`src/rtl/s_axi_lite_wr_engine_if.sv`:
```
// AXI4-Lite write channels plus the shared bank command port of the write engine.
// The slave modport is the engine side; the master modport is the host/bank side.
interface s_axi_lite_wr_engine_if #(
  parameter int ADDR_WIDTH     = 16,
  parameter int DATA_WIDTH     = 32,
  parameter int BANK_SEL_WIDTH = 2,
  parameter int INDEX_WIDTH    = 8,
  parameter int FIELD_WIDTH    = 4
);
  logic [ADDR_WIDTH-1:0]     S_AXI_AWADDR;
  logic                      S_AXI_AWVALID;
  logic                      S_AXI_AWREADY;
  logic [DATA_WIDTH-1:0]     S_AXI_WDATA;
  logic [DATA_WIDTH/8-1:0]   S_AXI_WSTRB;
  logic                      S_AXI_WVALID;
  logic                      S_AXI_WREADY;
  logic [1:0]                S_AXI_BRESP;
  logic                      S_AXI_BVALID;
  logic                      S_AXI_BREADY;
  logic                      wr_valid;
  logic                      wr_ready;
  logic                      wr_err;
  logic [BANK_SEL_WIDTH-1:0] wr_bank;
  logic [INDEX_WIDTH-1:0]    wr_index;
  logic [FIELD_WIDTH-1:0]    wr_field;
  logic [DATA_WIDTH-1:0]     wr_data;
  logic [DATA_WIDTH/8-1:0]   wr_strb;

  modport slave (
    input  S_AXI_AWADDR, S_AXI_AWVALID, S_AXI_WDATA, S_AXI_WSTRB, S_AXI_WVALID, S_AXI_BREADY,
    output S_AXI_AWREADY, S_AXI_WREADY, S_AXI_BRESP, S_AXI_BVALID,
    output wr_valid, wr_bank, wr_index, wr_field, wr_data, wr_strb,
    input  wr_ready, wr_err
  );

  modport master (
    output S_AXI_AWADDR, S_AXI_AWVALID, S_AXI_WDATA, S_AXI_WSTRB, S_AXI_WVALID, S_AXI_BREADY,
    input  S_AXI_AWREADY, S_AXI_WREADY, S_AXI_BRESP, S_AXI_BVALID,
    input  wr_valid, wr_bank, wr_index, wr_field, wr_data, wr_strb,
    output wr_ready, wr_err
  );
endinterface

```
`src/rtl/s_axi_lite_wr_engine.sv`:
```
// AXI4-Lite write slave: collects AW/W in any order, decodes bank/index/field,
// issues one bank command per write and returns OKAY/SLVERR with an error counter.
module s_axi_lite_wr_engine #(
  parameter int ADDR_WIDTH     = 16,
  parameter int DATA_WIDTH     = 32,
  parameter int BANK_SEL_WIDTH = 2,
  parameter int NUM_BANKS      = 2,
  parameter int INDEX_WIDTH    = 8,
  parameter int FIELD_WIDTH    = 4,
  parameter int TIMEOUT_CYCLES = 64,
  parameter int ERRCNT_WIDTH   = 16
) (
  input  logic                    clk,
  input  logic                    reset,
  s_axi_lite_wr_engine_if.slave   bus,
  output logic [ERRCNT_WIDTH-1:0] err_cnt
);
  localparam int STRB_WIDTH = DATA_WIDTH / 8;
  localparam int TW         = (TIMEOUT_CYCLES > 1) ? $clog2(TIMEOUT_CYCLES) : 1;
  localparam int TO_LAST_I  = (TIMEOUT_CYCLES > 0) ? TIMEOUT_CYCLES - 1 : 0;
  localparam logic [TW-1:0] TO_LAST = TO_LAST_I[TW-1:0];
  localparam bit TIMEOUT_EN = (TIMEOUT_CYCLES > 0);
  localparam logic [BANK_SEL_WIDTH:0] NUM_BANKS_V = NUM_BANKS[BANK_SEL_WIDTH:0];

  typedef enum logic [1:0] {COLLECT, ISSUE, RESP} state_t;

  state_t                  state_reg, state_next;
  logic                    aw_full_reg, w_full_reg;
  logic [ADDR_WIDTH-1:0]   awaddr_reg;
  logic [DATA_WIDTH-1:0]   wdata_reg;
  logic [STRB_WIDTH-1:0]   wstrb_reg;
  logic [1:0]              bresp_reg, bresp_next;
  logic [TW-1:0]           to_cnt_reg, to_cnt_next;
  logic [ERRCNT_WIDTH-1:0] err_cnt_reg;
  logic                    err_inc;

  logic                      awready, wready, aw_fire, w_fire, pair_done, decode_err, issuing;
  logic [ADDR_WIDTH-1:0]     addr_mux;
  logic [STRB_WIDTH-1:0]     strb_mux;
  logic [BANK_SEL_WIDTH-1:0] bank_mux;

  assign awready = (state_reg == COLLECT) && !aw_full_reg;
  assign wready  = (state_reg == COLLECT) && !w_full_reg;
  assign aw_fire = bus.S_AXI_AWVALID && awready;
  assign w_fire  = bus.S_AXI_WVALID && wready;

  // Decode sees the value arriving this cycle, or the one already held.
  assign addr_mux   = aw_fire ? bus.S_AXI_AWADDR : awaddr_reg;
  assign strb_mux   = w_fire ? bus.S_AXI_WSTRB : wstrb_reg;
  assign bank_mux   = addr_mux[ADDR_WIDTH-1 -: BANK_SEL_WIDTH];
  assign decode_err = (addr_mux[1:0] != 2'b00) || ({1'b0, bank_mux} >= NUM_BANKS_V);
  assign pair_done  = (aw_fire || w_fire) && (aw_fire || aw_full_reg) && (w_fire || w_full_reg);

  always_ff @(posedge clk or posedge reset) begin
    if (reset) begin
      state_reg   <= COLLECT;
      bresp_reg   <= 2'b00;
      to_cnt_reg  <= '0;
      err_cnt_reg <= '0;
    end else begin
      state_reg  <= state_next;
      bresp_reg  <= bresp_next;
      to_cnt_reg <= to_cnt_next;
      if (err_inc && (err_cnt_reg != {ERRCNT_WIDTH{1'b1}}))
        err_cnt_reg <= err_cnt_reg + ERRCNT_WIDTH'(1);
    end
  end

  always_ff @(posedge clk or posedge reset) begin
    if (reset) begin
      aw_full_reg <= 1'b0;
      w_full_reg  <= 1'b0;
      awaddr_reg  <= '0;
      wdata_reg   <= '0;
      wstrb_reg   <= '0;
    end else if ((state_reg == RESP) && bus.S_AXI_BREADY) begin
      aw_full_reg <= 1'b0;
      w_full_reg  <= 1'b0;
      awaddr_reg  <= '0;
      wdata_reg   <= '0;
      wstrb_reg   <= '0;
    end else begin
      if (aw_fire) begin
        aw_full_reg <= 1'b1;
        awaddr_reg  <= bus.S_AXI_AWADDR;
      end
      if (w_fire) begin
        w_full_reg <= 1'b1;
        wdata_reg  <= bus.S_AXI_WDATA;
        wstrb_reg  <= bus.S_AXI_WSTRB;
      end
    end
  end

  always_comb begin
    state_next  = state_reg;
    bresp_next  = bresp_reg;
    to_cnt_next = to_cnt_reg;
    err_inc     = 1'b0;
    case (state_reg)
      COLLECT: begin
        if (pair_done) begin
          if (decode_err) begin
            state_next = RESP;
            bresp_next = 2'b10;
            err_inc    = 1'b1;
          end else if (strb_mux == '0) begin
            state_next = RESP;
            bresp_next = 2'b00;
          end else begin
            state_next  = ISSUE;
            to_cnt_next = '0;
          end
        end
      end
      ISSUE: begin
        if (bus.wr_ready) begin
          state_next = RESP;
          bresp_next = bus.wr_err ? 2'b10 : 2'b00;
          err_inc    = bus.wr_err;
        end else if (TIMEOUT_EN && (to_cnt_reg == TO_LAST)) begin
          state_next = RESP;
          bresp_next = 2'b10;
          err_inc    = 1'b1;
        end else begin
          to_cnt_next = to_cnt_reg + TW'(1);
        end
      end
      RESP: begin
        if (bus.S_AXI_BREADY) begin
          state_next = COLLECT;
          bresp_next = 2'b00;
        end
      end
      default: state_next = COLLECT;
    endcase
  end

  // Command fields are forced to zero whenever no command is being offered.
  assign issuing           = (state_reg == ISSUE);
  assign bus.wr_valid      = issuing;
  assign bus.wr_bank       = issuing ? awaddr_reg[ADDR_WIDTH-1 -: BANK_SEL_WIDTH] : '0;
  assign bus.wr_index      = issuing ? awaddr_reg[6 +: INDEX_WIDTH] : '0;
  assign bus.wr_field      = issuing ? awaddr_reg[5:2] : '0;
  assign bus.wr_data       = issuing ? wdata_reg : '0;
  assign bus.wr_strb       = issuing ? wstrb_reg : '0;
  assign bus.S_AXI_AWREADY = awready;
  assign bus.S_AXI_WREADY  = wready;
  assign bus.S_AXI_BVALID  = (state_reg == RESP);
  assign bus.S_AXI_BRESP   = bresp_reg;
  assign err_cnt           = err_cnt_reg;
endmodule

```
`src/flat_wrapper.sv`:
```
// flat-port wrapper written by rule: the top's interface ports become plain ports
module s_axi_lite_wr_engine_flat 
#(
  parameter int ADDR_WIDTH     = 16,
  parameter int DATA_WIDTH     = 32,
  parameter int BANK_SEL_WIDTH = 2,
  parameter int NUM_BANKS      = 2,
  parameter int INDEX_WIDTH    = 8,
  parameter int FIELD_WIDTH    = 4,
  parameter int TIMEOUT_CYCLES = 64,
  parameter int ERRCNT_WIDTH   = 16
)
  (clk, reset, err_cnt, bus_S_AXI_AWADDR, bus_S_AXI_AWVALID, bus_S_AXI_WDATA, bus_S_AXI_WSTRB, bus_S_AXI_WVALID, bus_S_AXI_BREADY, bus_S_AXI_AWREADY, bus_S_AXI_WREADY, bus_S_AXI_BRESP, bus_S_AXI_BVALID, bus_wr_valid, bus_wr_bank, bus_wr_index, bus_wr_field, bus_wr_data, bus_wr_strb, bus_wr_ready, bus_wr_err);
  s_axi_lite_wr_engine_if #(.ADDR_WIDTH(ADDR_WIDTH), .DATA_WIDTH(DATA_WIDTH), .BANK_SEL_WIDTH(BANK_SEL_WIDTH), .INDEX_WIDTH(INDEX_WIDTH), .FIELD_WIDTH(FIELD_WIDTH)) bus_i ();
  input  logic clk;
  input  logic reset;
  output logic [ERRCNT_WIDTH-1:0] err_cnt;
  input wire logic [$bits(bus_i.S_AXI_AWADDR)-1:0] bus_S_AXI_AWADDR;
  input wire logic [$bits(bus_i.S_AXI_AWVALID)-1:0] bus_S_AXI_AWVALID;
  input wire logic [$bits(bus_i.S_AXI_WDATA)-1:0] bus_S_AXI_WDATA;
  input wire logic [$bits(bus_i.S_AXI_WSTRB)-1:0] bus_S_AXI_WSTRB;
  input wire logic [$bits(bus_i.S_AXI_WVALID)-1:0] bus_S_AXI_WVALID;
  input wire logic [$bits(bus_i.S_AXI_BREADY)-1:0] bus_S_AXI_BREADY;
  output wire logic [$bits(bus_i.S_AXI_AWREADY)-1:0] bus_S_AXI_AWREADY;
  output wire logic [$bits(bus_i.S_AXI_WREADY)-1:0] bus_S_AXI_WREADY;
  output wire logic [$bits(bus_i.S_AXI_BRESP)-1:0] bus_S_AXI_BRESP;
  output wire logic [$bits(bus_i.S_AXI_BVALID)-1:0] bus_S_AXI_BVALID;
  output wire logic [$bits(bus_i.wr_valid)-1:0] bus_wr_valid;
  output wire logic [$bits(bus_i.wr_bank)-1:0] bus_wr_bank;
  output wire logic [$bits(bus_i.wr_index)-1:0] bus_wr_index;
  output wire logic [$bits(bus_i.wr_field)-1:0] bus_wr_field;
  output wire logic [$bits(bus_i.wr_data)-1:0] bus_wr_data;
  output wire logic [$bits(bus_i.wr_strb)-1:0] bus_wr_strb;
  input wire logic [$bits(bus_i.wr_ready)-1:0] bus_wr_ready;
  input wire logic [$bits(bus_i.wr_err)-1:0] bus_wr_err;
  assign bus_i.S_AXI_AWADDR = bus_S_AXI_AWADDR;
  assign bus_i.S_AXI_AWVALID = bus_S_AXI_AWVALID;
  assign bus_i.S_AXI_WDATA = bus_S_AXI_WDATA;
  assign bus_i.S_AXI_WSTRB = bus_S_AXI_WSTRB;
  assign bus_i.S_AXI_WVALID = bus_S_AXI_WVALID;
  assign bus_i.S_AXI_BREADY = bus_S_AXI_BREADY;
  assign bus_S_AXI_AWREADY = bus_i.S_AXI_AWREADY;
  assign bus_S_AXI_WREADY = bus_i.S_AXI_WREADY;
  assign bus_S_AXI_BRESP = bus_i.S_AXI_BRESP;
  assign bus_S_AXI_BVALID = bus_i.S_AXI_BVALID;
  assign bus_wr_valid = bus_i.wr_valid;
  assign bus_wr_bank = bus_i.wr_bank;
  assign bus_wr_index = bus_i.wr_index;
  assign bus_wr_field = bus_i.wr_field;
  assign bus_wr_data = bus_i.wr_data;
  assign bus_wr_strb = bus_i.wr_strb;
  assign bus_i.wr_ready = bus_wr_ready;
  assign bus_i.wr_err = bus_wr_err;
  s_axi_lite_wr_engine #(.ADDR_WIDTH(ADDR_WIDTH), .DATA_WIDTH(DATA_WIDTH), .BANK_SEL_WIDTH(BANK_SEL_WIDTH), .NUM_BANKS(NUM_BANKS), .INDEX_WIDTH(INDEX_WIDTH), .FIELD_WIDTH(FIELD_WIDTH), .TIMEOUT_CYCLES(TIMEOUT_CYCLES), .ERRCNT_WIDTH(ERRCNT_WIDTH)) u_core (.clk(clk), .reset(reset), .bus(bus_i), .err_cnt(err_cnt));
endmodule
```
`config.mk`:
```
export PLATFORM = sky130hd
export DESIGN_NAME = s_axi_lite_wr_engine_flat
export DESIGN_NICKNAME = d
export VERILOG_FILES = /design/src/rtl/s_axi_lite_wr_engine_if.sv /design/src/rtl/s_axi_lite_wr_engine.sv /design/src/flat_wrapper.sv
export SDC_FILE = /design/constraint.sdc
export NUM_CORES = 1
export LEC_CHECK = 0
export BUFFER_PORTS_ARGS = -buffer_cell sky130_fd_sc_hd__buf_2
export CAP_MARGIN = 20
export CELL_PAD_IN_SITES_DETAIL_PLACEMENT = 0
export CELL_PAD_IN_SITES_GLOBAL_PLACEMENT = 1
export CORE_UTILIZATION = 37
export DETAILED_ROUTE_END_ITERATION = 6
export GPL_TIMING_DRIVEN = 0
export PLACE_DENSITY = 0.86
export REMOVE_ABC_BUFFERS = 1
export SLEW_MARGIN = 15
export SYNTH_ARGS = -nofsm -noshare
export SYNTH_HDL_FRONTEND = slang
export SYNTH_SLANG_ARGS = --single-unit
export TNS_END_PERCENT = 100
```
`constraint.sdc`:
```
create_clock -name clk -period 3.2 [get_ports clk]
set_input_delay 0.32 -clock clk [delete_from_list [all_inputs] [get_ports clk]]
set_output_delay 0.32 -clock clk [all_outputs]
set_load 0.05 [all_outputs]
```
==> results.md, run 1 <==
* Dpl hpwl at about 6700 um
* GP Congestion at 0.8182
* Worst slew margin at 31.49%
* Core Rows at 37
* Min-delay worst type: in2async
* Avg Cell Area, Syn at 8.811 um2
* Die X at 105.9 um
* Setup violators final at 0
* CP Max Fanout at 38
* Placed cell areas at about 4800 um2
* Power per cell area at 800.0 nW/um2
* Total CTS buffers at 9
* GRT Total Usage at between 10% and 20%
* TritonCTS sink count at about 80
* Initial core utilization at 38.49%
* CP Capture Type: register
* Peak VDD IR at 520.3 uV
* Final hold vios at 0
* Hold slack final at between 0.01 and 0.015 ns
* Largest net degree at the start of global routing at between 40 and 50
* Share of layout cells above drive strength 1 at roughly 28%
* Setup CP Type: reg2reg
* Fmax at roughly 340 MHz
* Initial antenna violation count at 0
* Critical Path RT at roughly 3.4 ns
* Syn-to-layout area delta at 24.45%
* Reg2reg setup slack at roughly 0.29 ns
* Final total power at slightly below 4000 uW
* Via Count at 3500
* Iteration-0 DRC Markers at 132
* CTS tree: built
* Leakage at approximately 0.0025 uW
* Htree depth at 3
* Routed length per instance at around 14 um
* Worst-Margin Slew at approximately 1.0 ns
* Top FF cell, synth: dfrtp_1
* Total Wirelength at approximately 10000 um
* Post-CTS Hold Fix Bufs at 0
* EDFF count, synth at 0
* Core ar. at slightly above 10000 um2
* Cell count of the worst reg-to-reg path at 7
* N_diodes at 0
* DIE AREA at around 11000 um2
* Cell Area, Synth at roughly 4000 um2
* CTS clk-pin slew, worst paths at 0.09 ns
* DR pass1 iterations at 4
* First-pass GRT wire length at about 16000 um
* Layout Skew at approximately 0.014 ns
* Max cap viols at 0
* CTS root buffer: clkbuf_8
* Max FFs per register at 32
* Number of global-route vias before repair at 3442
* RSZ-0062 raised after global routing: false
* Synthesized instance count at roughly 450
* Fin area at 4967 um2
* Die Y at 105.9 um
* Routed Antenna Nets at 0
* Non-filler cells, final at roughly 720
* Status: finished clean
* Clk buf depth at 2
* # IOs at 131
* Port Buffers at about 130
* Async SR Flop Fraction at 100.0%
* Fill cells at 1029
* Slew Limit Fails at 0
* Crit start category: register
* Register area share after synthesis at approximately 50%
* Drt drc at 0
* WP data arrival at 3.14 ns
* Tmin final at 2.906 ns
* Fin crit share at between 90% and 100%
* Distinct cells, synth at 44
* Vias per cell at 4.895
* Syn. warnings at 0
* Layout Nets at between 600 and 700
* Later-pin clock latency in the skew report at ~0.35 ns
* Placed cell count at 696
* Seq cells post-synth at 79
* Global route total overflow at 0
per-stage QoR:
| stage | setup slack (ns) | util (%) | TNS [ns] |
|---|---|---|---|
| 3_5_place_dp | -0.09270 | 45.95 | -0.09270 |
| 6_report | 0.2942 | 47.90 | 0 |
| 5_1_grt | 0.001927 | 47.90 | 0 |
| 2_1_floorplan | 0.2002 | - | 0 |
| 3_3_place_gp | -0.4690 | 45.20 | -18.76 |
| 4_1_cts | 0.1005 | 47.56 | 0 |
cells in the final DEF (no fill, tap or decap), types with 2 or more instances in the layout:
cell / instances
and3_1: 4
buf_4: 2
clkbuf_1: 2
clkbuf_8: 9
nor3_1: 7
buf_12: 3
nand3_1: 10
mux2i_1: 2
o22a_1: 2
and3b_2: 2
clkinvlp_4: 4
nand2b_1: 2
nor4_1: 6
and2_1: 51
nand4_1: 6
and4_1: 3
nor2_1: 12
a21oi_1: 54
o21ai_0: 9
buf_2: 129
nand2_1: 126
o31ai_1: 2
mux2_1: 2
mux2_4: 2
ha_1: 5
inv_1: 7
xnor2_1: 13
dfrtp_1: 79
synth_stat cells, types with 3 or more instances:
cell type  count  area share [%]
xnor2_1       13             2.9
inv_1          8            0.75
clkbuf_1      20             1.9
nand4_1        6            0.94
ha_1           6             1.9
and3_1         4            0.63
a21oi_1       54             6.8
nand2_1      127              12
nor3_1         7            0.88
dfrtp_1       79              50
buf_6          3            0.85
o21ai_0        9             1.1
nand3_1       10             1.3
and2_1        52             8.2
nor4_1         6            0.94
nor2_1        12             1.1
and4_1         3            0.66
routing by layer:
layer / wire [um] / up-vias / global-route usage, %
li1: - / 1748 / -
met1: 4511 / 1652 / 24.22
met2: 4588 / 93 / 30.11
met3: 595 / 7 / 4.576
met4: 78 / 0 / 4.464
met5: 0 / - / 0
cell type report:
cell class	count	area, um2	share of cell area [%]
Clock buffer	11	131.4	2.645
Clock inverter	5	35.03	0.7053
Inverter	8	32.53	0.6549
Multi-Input combinational cell	341	1873	37.71
Sequential cell	79	1977	39.80
Tap cell	136	170.2	3.426
Timing Repair Buffer	135	748.2	15.06
cells by family (layout without fill, tap and decap cells):
| logic type | after synthesis | in the layout | synth area share, % |
|---|---|---|---|
| compound gates | 77 | 77 | 11.35 |
| xor+xnor | 14 | 14 | 3.072 |
| fa+ha+maj | 6 | 6 | 1.881 |
| buf+inv | 33 | 159 | 3.762 |
| flops | 79 | 79 | 49.53 |
| mux | 6 | 6 | 1.818 |
| other cells | 1 | 1 | 0.09395 |
| simple gates | 237 | 237 | 28.50 |
report_power, final:
group          internal (uW)  total (uW)  switching (uW)
combinational            570        1680            1110
sequential              1400        1640             239
clock                    281         650             369
critical path, stage by stage, from the launching register on:
cell,delay (ns)
dfrtp_1,0.43
inv_1,0.10
ha_1,0.34
and3b_2,0.74
mux2i_1,0.30
a32oi_1,0.58
nor3_1,0.11
o22a_1,0.20
worst paths after layout:
| check | startpoint | endpoint |
|---|---|---|
| max | u_core.state_reg[0] | u_core.to_cnt_reg[4] |
| max reg2reg | u_core.state_reg[0] | u_core.to_cnt_reg[4] |
| min reg2reg | u_core.bus.S_AXI_BRESP[1] | u_core.bus.S_AXI_BRESP[1] |
| min in group clk | bus_S_AXI_WDATA[21] | u_core.wdata_reg[21] |
| max in group asynchronous | reset | u_core.wstrb_reg[3] |
| min | reset | u_core.err_cnt[0] |
repair_timing:
action	CTS	global route
hold endpoints to repair	0	0
setup buffers	0	3
resized for setup	1	0
setup endpoints to repair	2	2
pin swaps	0	1
Note: power is estimated with default switching activity, not from simulation.
==> run 2: changes to the inputs <==
BUFFER_PORTS_ARGS = default   (was -buffer_cell sky130_fd_sc_hd__buf_2)
CORE_UTILIZATION = 40   (was 37)
DONT_BUFFER_PORTS = 1   (was default)
PLACE_DENSITY = 0.76   (was 0.86)
==> run 2 against run 1 <==
  * Sequential share of layout area rose by 5.6 points
  * Count of clock-buffer cells in the layout down 1
  * Wire length decreased by 7.3%
  * Critical path depth unchanged
  * First-iteration DRC count increased by 13%
  * Critical endpoint is now u_core.err_cnt[1]
  * Worst setup slack got worse by 0.095 ns
  * Combinational power decreased by 16%
  * Design area decreased by 12%
  * Via count decreased by 13%
  * Global-route usage shrank 0.44 points
  * Clock power increased by 25%
  * Non-clock buffer count fell by 130
  * Largest cell class unchanged
==> results.md, run 2 (synthesis results as in run 1) <==
* WP data arrival at 3.24 ns
* Number of global-route vias before repair at 2899
* Htree depth at 3
* Fmax at between 300 and 400 MHz
* Syn-to-layout area delta at 9.091%
* Non-filler cells, final at just under 600
* Initial core utilization at between 40% and 50%
* Final hold vios at 0
* Die X at about 100 um
* CP Capture Type: register
* Dpl ws at -0.09836 ns
* GRT Total Usage at 17.90%
* Worst setup startpoint: u_core.state_reg[1]
* Leakage at 0.001863 uW
* Layout Nets at roughly 500
* CTS root buffer: clkbuf_8
* RSZ-0062 raised after global routing: false
* Share of layout cells above drive strength 1 at 6.682%
* Critical Path RT at approximately 3.4 ns
* Port Buffers at 0
* Setup Buffers After CTS at 0
* Hold depth at 2
* Max FFs per register at 32
* Placed cell count at 565
* Core ar. at ~9700 um2
* Later-pin clock latency in the skew report at ~0.36 ns
* DIE AREA at ~10000 um2
* Routed length per instance at ~16 um
* Initial antenna violation count at 0
* Psw at about 1700 uW
* Total CTS buffers at 9
* Final Worst Setup Slack at a little under 0.2 ns
* Drt drc at 0
* TritonCTS sink count at slightly below 80
* Clk buf depth at 2
* Fill cells at ~1000
* Most common cell after layout, fill and taps aside: nand2_1
* Area of the multi-input gates at about 1900 um2
* Setup CP Type: reg2reg
* GP Congestion at around 0.77
* Clock share of power at between 20 and 25%
* Die Y at roughly 100 um
* DR pass1 iterations at 4
* Global route total overflow at 0
* First-pass GRT wire length at approximately 14000 um
* Cell count of the worst reg-to-reg path at 7
* Flop pwr share at 44.2%
* CTS tree: built
* Vias per cell at 5.211
* Worst-Margin Slew at just over 1 ns
* Setup Total Neg Slack at 0 ns
* Fin crit share at between 90% and 100%
* N_diodes at 0
* Iteration-0 DRC Markers at 149
* Dpl hpwl at ~6400 um
* Comb pwr share at approximately 35%
* Routed Antenna Nets at 0
* Sw Ratio at about 42%
* P_int at roughly 2300 uW
* CP Max Fanout at 18
* Status: finished clean
* Sequential cell area at 1977 um2
* Via Count at a little over 3000
* Largest net degree at the start of global routing at 46
* Peak VDD IR at ~320 uV
* Core Rows at 36
* R2r startpoint: u_core.state_reg[1]
* Hold Path Origin: bus_S_AXI_WDATA[11]
* Max cap viols at 0
* Crit start category: register
* Worst slew margin at between 30% and 40%
* Tmin final at approximately 3 ns
* Layout Skew at 0.01239 ns
* Slew Limit Fails at 0
* Power per cell area at between 900 and 1000 nW/um2
* CTS clk-pin slew, worst paths at approximately 0.090 ns
* # IOs at 131
* Total Wirelength at 9063 um
* Most frequent cells in the layout: nand2_1 (127), dfrtp_1 (79), a21oi_1 (54)
* Setup violators final at 0
* Min-delay worst type: in2reg
==> run 2: final timing paths <==
path	to	slack, ns
max in group asynchronous	u_core.wdata_reg[10]	2.16
worst min register to register	u_core.wdata_reg[4]	0.52
min in group asynchronous	u_core.awaddr_reg[3]	0.47
worst max register to register	u_core.err_cnt[1]	0.20
worst min-delay path	u_core.wdata_reg[11]	0.08
worst max-delay path	u_core.err_cnt[1]	0.20
==> run 2: final cells by class <==
cell class / instances / area share (%)
Timing Repair Buffer: 5 / 2.126
Tap cell: 133 / 3.822
Multi-Input combinational cell: 341 / 43.02
Clock inverter: 6 / 1.954
Inverter: 8 / 0.7471
Clock buffer: 10 / 2.931
Sequential cell: 79 / 45.40
==> run 2: per-layer routing <==
layer	up-vias	global-route usage (%)	part of all wire, %
met5	-	0	0
met2	73	28.85	48
li1	1478	-	-
met1	1471	22.99	43
met3	11	5.198	6.6
met4	0	6.593	1.5
==> run 2: timing repair <==
| item | CTS | global route |
|---|---|---|
| resized for setup | 1 | 1 |
| hold buffers | 1 | 0 |
| hold endpoints to repair | 34 | 0 |
| pin swaps | 0 | 1 |
| endpoints found under the setup margin | 2 | 19 |
==> run 2: per-stage QoR <==
stage	util, %	instance area [um2]	hold slack, ns	total power, uW
after floorplan	-	3871	0.4507	2844
after global placement	41.50	4038	0.4547	3116
after detailed placement	42.43	4128	0.2472	3206
after CTS	44.73	4352	0.07046	4022
after global routing	44.75	4354	0.07648	4290
final	44.75	4354	0.07947	3983
==> run 2: critical path, stage by stage (launching register included) <==
cell and delay, ns:
dfrtp_1 0.41, inv_1 0.11, ha_1 0.35, and3b_2 0.47, mux2_4 0.38, o32ai_4 0.57, and2_1 0.27, mux2_1 0.32
==> run 2: power by group through the flow <==
stage / clock, uW / sequential [uW] / combinational (uW)
after global placement: 0 / 1770 / 1350
final: 810 / 1760 / 1410
after CTS: 833 / 1760 / 1430
after floorplan: 0 / 1710 / 1130
after detailed placement: 0 / 1780 / 1430
after global routing: 884 / 1820 / 1590
